==> config.mk <==
export PLATFORM = sky130hd
export DESIGN_NAME = bus_arbiter_2dev
export DESIGN_NICKNAME = d
export VERILOG_FILES = /design/src/rtl/bus_arbiter_2dev.sv
export SDC_FILE = /design/constraint.sdc
export NUM_CORES = 1
export LEC_CHECK = 0
export BUFFER_PORTS_ARGS = -buffer_cell sky130_fd_sc_hd__buf_2
export CAP_MARGIN = 20
export CORE_MARGIN = 4
export CORE_UTILIZATION = 54
export CTS_CLUSTER_SIZE = 25
export DETAILED_ROUTE_END_ITERATION = 6
export GPL_TIMING_DRIVEN = 0
export PLACE_DENSITY = 0.75
export SYNTH_ARGS = -nofsm -noshare
export SYNTH_HDL_FRONTEND = slang
export SYNTH_SLANG_ARGS = --single-unit
==> constraint.sdc <==
create_clock -name clk -period 2.2 [get_ports clk]
set_clock_uncertainty 0.1 [all_clocks]
set_input_delay 0.44 -clock clk [delete_from_list [all_inputs] [get_ports clk]]
set_output_delay 0.44 -clock clk [all_outputs]
set_load 0.1 [all_outputs]
==> src/rtl/bus_arbiter_2dev.sv <==
// Two-device round-robin bus arbiter: registered select/grants, bounded hold
// under contention, and optional turnaround idle cycles between owners.
module bus_arbiter_2dev #(
    parameter int MAX_HOLD   = 4,
    parameter int TURNAROUND = 1,
    parameter int CNT_W      = 3
) (
    input  logic clk,
    input  logic rst_n,
    input  logic req_1,
    input  logic req_2,
    input  logic done_1,
    input  logic done_2,
    output logic select,
    output logic gnt_1,
    output logic gnt_2,
    output logic bus_valid,
    output logic preempt
);

    typedef enum logic [1:0] {IDLE, GRANT1, GRANT2, TURN} state_t;

    localparam logic [CNT_W-1:0] HOLD_LAST = CNT_W'(MAX_HOLD - 1);
    localparam logic [CNT_W-1:0] TURN_INIT = CNT_W'((TURNAROUND > 0) ? TURNAROUND - 1 : 0);
    localparam bit               ZERO_TURN = (TURNAROUND == 0);

    state_t           r_state;
    logic             r_select;
    logic             r_gnt_1;
    logic             r_gnt_2;
    logic             r_preempt;
    logic             r_last_dev2;
    logic [CNT_W-1:0] r_hold_cnt;
    logic [CNT_W-1:0] r_turn_cnt;

    logic w_granted;
    logic w_own_req;
    logic w_own_done;
    logic w_oth_req;
    logic w_release;
    logic w_hold_hit;
    logic w_leave;
    logic w_arbitrate;
    logic w_pick_valid;
    logic w_pick_dev2;

    always_comb begin
        w_granted    = (r_state == GRANT1) || (r_state == GRANT2);
        w_own_req    = (r_state == GRANT2) ? req_2  : req_1;
        w_own_done   = (r_state == GRANT2) ? done_2 : done_1;
        w_oth_req    = (r_state == GRANT2) ? req_1  : req_2;
        w_release    = w_granted && (w_own_done || !w_own_req);
        w_hold_hit   = w_granted && !w_release && w_oth_req && (r_hold_cnt == HOLD_LAST);
        w_leave      = w_release || w_hold_hit;
        // With no turnaround the release edge doubles as the arbitration edge.
        w_arbitrate  = (r_state == IDLE) || ((r_state == TURN) && (r_turn_cnt == '0))
                       || (w_leave && ZERO_TURN);
        w_pick_valid = req_1 || req_2;
        w_pick_dev2  = req_2 && (!req_1 || !r_last_dev2);
    end

    always_ff @(posedge clk or negedge rst_n) begin
        if (!rst_n) begin
            r_state     <= IDLE;
            r_select    <= 1'b0;
            r_gnt_1     <= 1'b0;
            r_gnt_2     <= 1'b0;
            r_preempt   <= 1'b0;
            r_last_dev2 <= 1'b1;
            r_hold_cnt  <= '0;
            r_turn_cnt  <= '0;
        end else begin
            r_preempt <= w_hold_hit;
            if (w_arbitrate) begin
                if (w_pick_valid) begin
                    r_state     <= w_pick_dev2 ? GRANT2 : GRANT1;
                    r_gnt_1     <= !w_pick_dev2;
                    r_gnt_2     <= w_pick_dev2;
                    r_select    <= w_pick_dev2;
                    r_last_dev2 <= w_pick_dev2;
                    r_hold_cnt  <= '0;
                end else begin
                    r_state <= IDLE;
                    r_gnt_1 <= 1'b0;
                    r_gnt_2 <= 1'b0;
                end
            end else if (w_leave) begin
                r_state    <= TURN;
                r_gnt_1    <= 1'b0;
                r_gnt_2    <= 1'b0;
                r_turn_cnt <= TURN_INIT;
            end else begin
                case (r_state)
                    TURN:    r_turn_cnt <= r_turn_cnt - CNT_W'(1);
                    GRANT1,
                    GRANT2:  r_hold_cnt <= w_oth_req ? (r_hold_cnt + CNT_W'(1)) : '0;
                    default: r_hold_cnt <= r_hold_cnt;
                endcase
            end
        end
    end

    assign select    = r_select;
    assign gnt_1     = r_gnt_1;
    assign gnt_2     = r_gnt_2;
    assign bus_valid = r_gnt_1 | r_gnt_2;
    assign preempt   = r_preempt;

endmodule

==> results.json <==
{
  "hold_buffers": 1,
  "area_growth_pct": 11.75,
  "critical_path.slowest_cell": "dfrtp_1",
  "core-area_sq_um": 1350,
  "regToRegSetupSlack_ns": 0.21,
  "r2r_end": "r_hold_cnt[0]",
  "dr.pass1.iters": 4,
  "max_stage_delay_ns": 0.38,
  "cp.required_ns": 2.26,
  "worst-path-max-fanout": 6,
  "dpl.hpwl_microns": 1186,
  "outcome": "completed",
  "clock_sinks": 13,
  "period_needed_ns": 1.990,
  "io_pins": 11,
  "insertion_delay_ns": 0.27,
  "die_h_microns": 46.72,
  "critPathLaunchType": "register",
  "place_area_sq_um": 868.3,
  "cts_tree": "done",
  "cts_buffers": 3,
  "die-area_sq_um": 2183,
  "cap_violations": 0,
  "ys_seq_area_share_pct": 40.34,
  "ff2ff_path_depth": 6,
  "dieWidth_microns": 46.72,
  "slew_viol_final": 0,
  "portBuffers": 8,
  "hold_path_end": "r_last_dev2",
  "vias": 628,
  "synthesis.area_sq_um": 809.5,
  "max_freq_ghz": 0.5025,
  "stdcell_area_sq_um": 904.6,
  "drt_iter0_drc": 18,
  "rsz0062_at_grt": "false",
  "routedWlPerCell_microns": 13.96,
  "start_util_pct": 59.96,
  "clk_path_buf_depth": 2,
  "wirelength_microns": 1536,
  "arrival_ns": 2.05,
  "dp_cells": 105,
  "place_congestion": 0.7900,
  "grt_max_degree": 14,
  "num_rows": 13,
  "grt-ovfl-total": 0,
  "regArea_sq_um": 326.6,
  "grt_pass1_vias": 654,
  "drive_gt1_share_pct": 22.11,
  "cts_resized": 0,
  "syn_area_per_cell_sq_um": 9.872,
  "path_class": "register to register",
  "syn_nets": 95,
  "synthDistinctLibCells": 34,
  "maxSlewHeadroom_pct": 67.72,
  "final_hold_viol_count": 0,
  "hold_class": "input pin to register",
  "synth_seq_cells": 13,
  "ir_worst_vdd_v": 0.0008638,
  "grt_pass1_wl_microns": 2739,
  "setup_viol": 0,
  "p_total_mw": 1.432,
  "post_cts_buffers": 0,
  "grt.total_usage_pct": 17.50,
  "cp_cell_sequence": "inv_1 -> ha_1 -> mux2_2 -> a22oi_1 -> a31oi_1 -> mux2_2",
  "viasPerCell": 5.709,
  "tns_ns": 0,
  "period_share_pct": 90.46,
  "whs_path_depth": 2,
  "crit_top_cell": "mux2_2",
  "leakage_nw": 0.4414,
  "detail-route-antenna-nets": 0,
  "r2r_start": "r_state[0]",
  "grt_antenna_before_repair": 0,
  "drcViolationCount": 0,
  "clock-root-buffer": "clkbuf_4",
  "num_antenna_cells": 0,
  "worst_pin_slew_ns": 0.4876,
  "cts_max_level": 1,
  "hold_start": "req_1",
  "clk_pin_slew_worst_paths_ns": 0.08,
  "powerDensity_nw_per_um2": 1583,
  "num-nets-final": 109,
  "synth_warnings": 0,
  "syn_inst": 82,
  "end_kind": "register",
  "filler_cell_count": 117,
  "fin_cells": 110,
  "multi_input_area_sq_um": 426.7
}
[kinds of logic after synthesis]
family / synth area share [%]
simple gates: 19.48
compound gates: 18.39
flops: 40.34
buf+inv: 6.955
fa+ha+maj: 10.82
mux: 4.018
[layout by cell type (no fill, tap or decap), types with 2 or more instances in the layout]
master    count
mux2_2        2
buf_6         2
o21ai_0       6
o311ai_1      2
inv_1         8
clkbuf_1      2
nor3b_1       2
a21oi_1       2
a22o_1        2
clkbuf_4      3
nand3_1       2
buf_2         8
nand2_1       8
nor2_1        4
a31oi_1       2
dfrtp_1      12
ha_1          7
o21a_1        2
[sequential cells by signal (all words and copies together), names as in the netlist]
signal       cells
r_hold_cnt       3
r_turn_cnt       3
r_state          2
gnt_1            1
gnt_2            1
preempt          1
r_last_dev2      1
select           1
[synth_stat cells, drive strengths merged]
library cell,count,area share (%)
a31oi,2,1.5
a22o,2,2.2
nand3,3,2.5
a211oi,1,0.93
clkbuf,1,0.46
or2,1,0.77
o21ai,6,3.7
a21oi,3,3.2
or4b,1,1.2
nand3b,1,0.93
buf,2,2.8
and3,1,0.77
dfrtp,12,37
nor3,1,0.62
or3b,1,1.4
ha,7,11
a21o,1,0.93
or2b,1,0.93
a22oi,1,0.93
o21a,2,1.9
o311ai,2,2.2
or4bb,1,1.4
a21boi,1,0.93
mux2,2,2.8
nor2,5,2.6
inv,8,3.7
mux2i,1,1.2
nand4,1,0.77
nand2,8,3.7
nor3b,2,1.9
dfstp,1,3.2
[how the worst max path moves through the flow]
stage | start | endpoint | slack [ns]
after floorplan | gnt_2 | bus_valid | 0.17
after global placement | r_state[0] | r_hold_cnt[0] | 0.27
after detailed placement | r_state[0] | r_hold_cnt[0] | 0.21
after CTS | r_state[0] | r_hold_cnt[0] | 0.20
after global routing | r_state[0] | r_turn_cnt[1] | 0.06
final | r_state[0] | r_hold_cnt[0] | 0.21
[critical path: cells and delay by family (launching register included)]
family	cells	cell delay (ns)
adder cells (fa/ha/maj)	1	0.29
multiplexers	2	0.68
buffers and inverters	1	0.11
flip-flops	1	0.38
AO/OA/AOI/OAI	2	0.33
[power breakdown]
group          switching [mW]  internal (mW)
Clock                  0.0746         0.0701
Combinational           0.615          0.279
Sequential             0.0552          0.338
Total                   0.745          0.687
[metrics by stage]
| step | setup slack, ns | util (%) | hold WS [ns] |
|---|---|---|---|
| 4_1_cts | 0.1950 | 67.01 | 0.2462 |
| 3_3_place_gp | 0.2739 | 64.32 | 0.2391 |
| 2_1_floorplan | 0.1721 | - | 0.04441 |
| 6_report | 0.2098 | 67.01 | 0.2491 |
| 5_1_grt | 0.06116 | 67.01 | 0.2477 |
| 3_5_place_dp | 0.2124 | 64.32 | 0.2400 |
[metal layers]
| metal | up-vias | part of all wire [%] | track usage [%] |
|---|---|---|---|
| met4 | 0 | 0.26 | 7.182 |
| met1 | 286 | 48 | 23.22 |
| met5 | - | 0 | 0 |
| li1 | 321 | - | - |
| met3 | 2 | 6.4 | 3.516 |
| met2 | 19 | 45 | 27.75 |
[final cells by class]
type | instances | share of cell area [%]
multi-input combinational | 58 | 47.16
clock buffer | 4 | 2.905
inverter | 8 | 3.320
sequential | 13 | 36.10
tap | 15 | 2.075
timing repair buffer | 9 | 5.533
buffer | 3 | 2.905
Power figures use the tool's default switching activity.
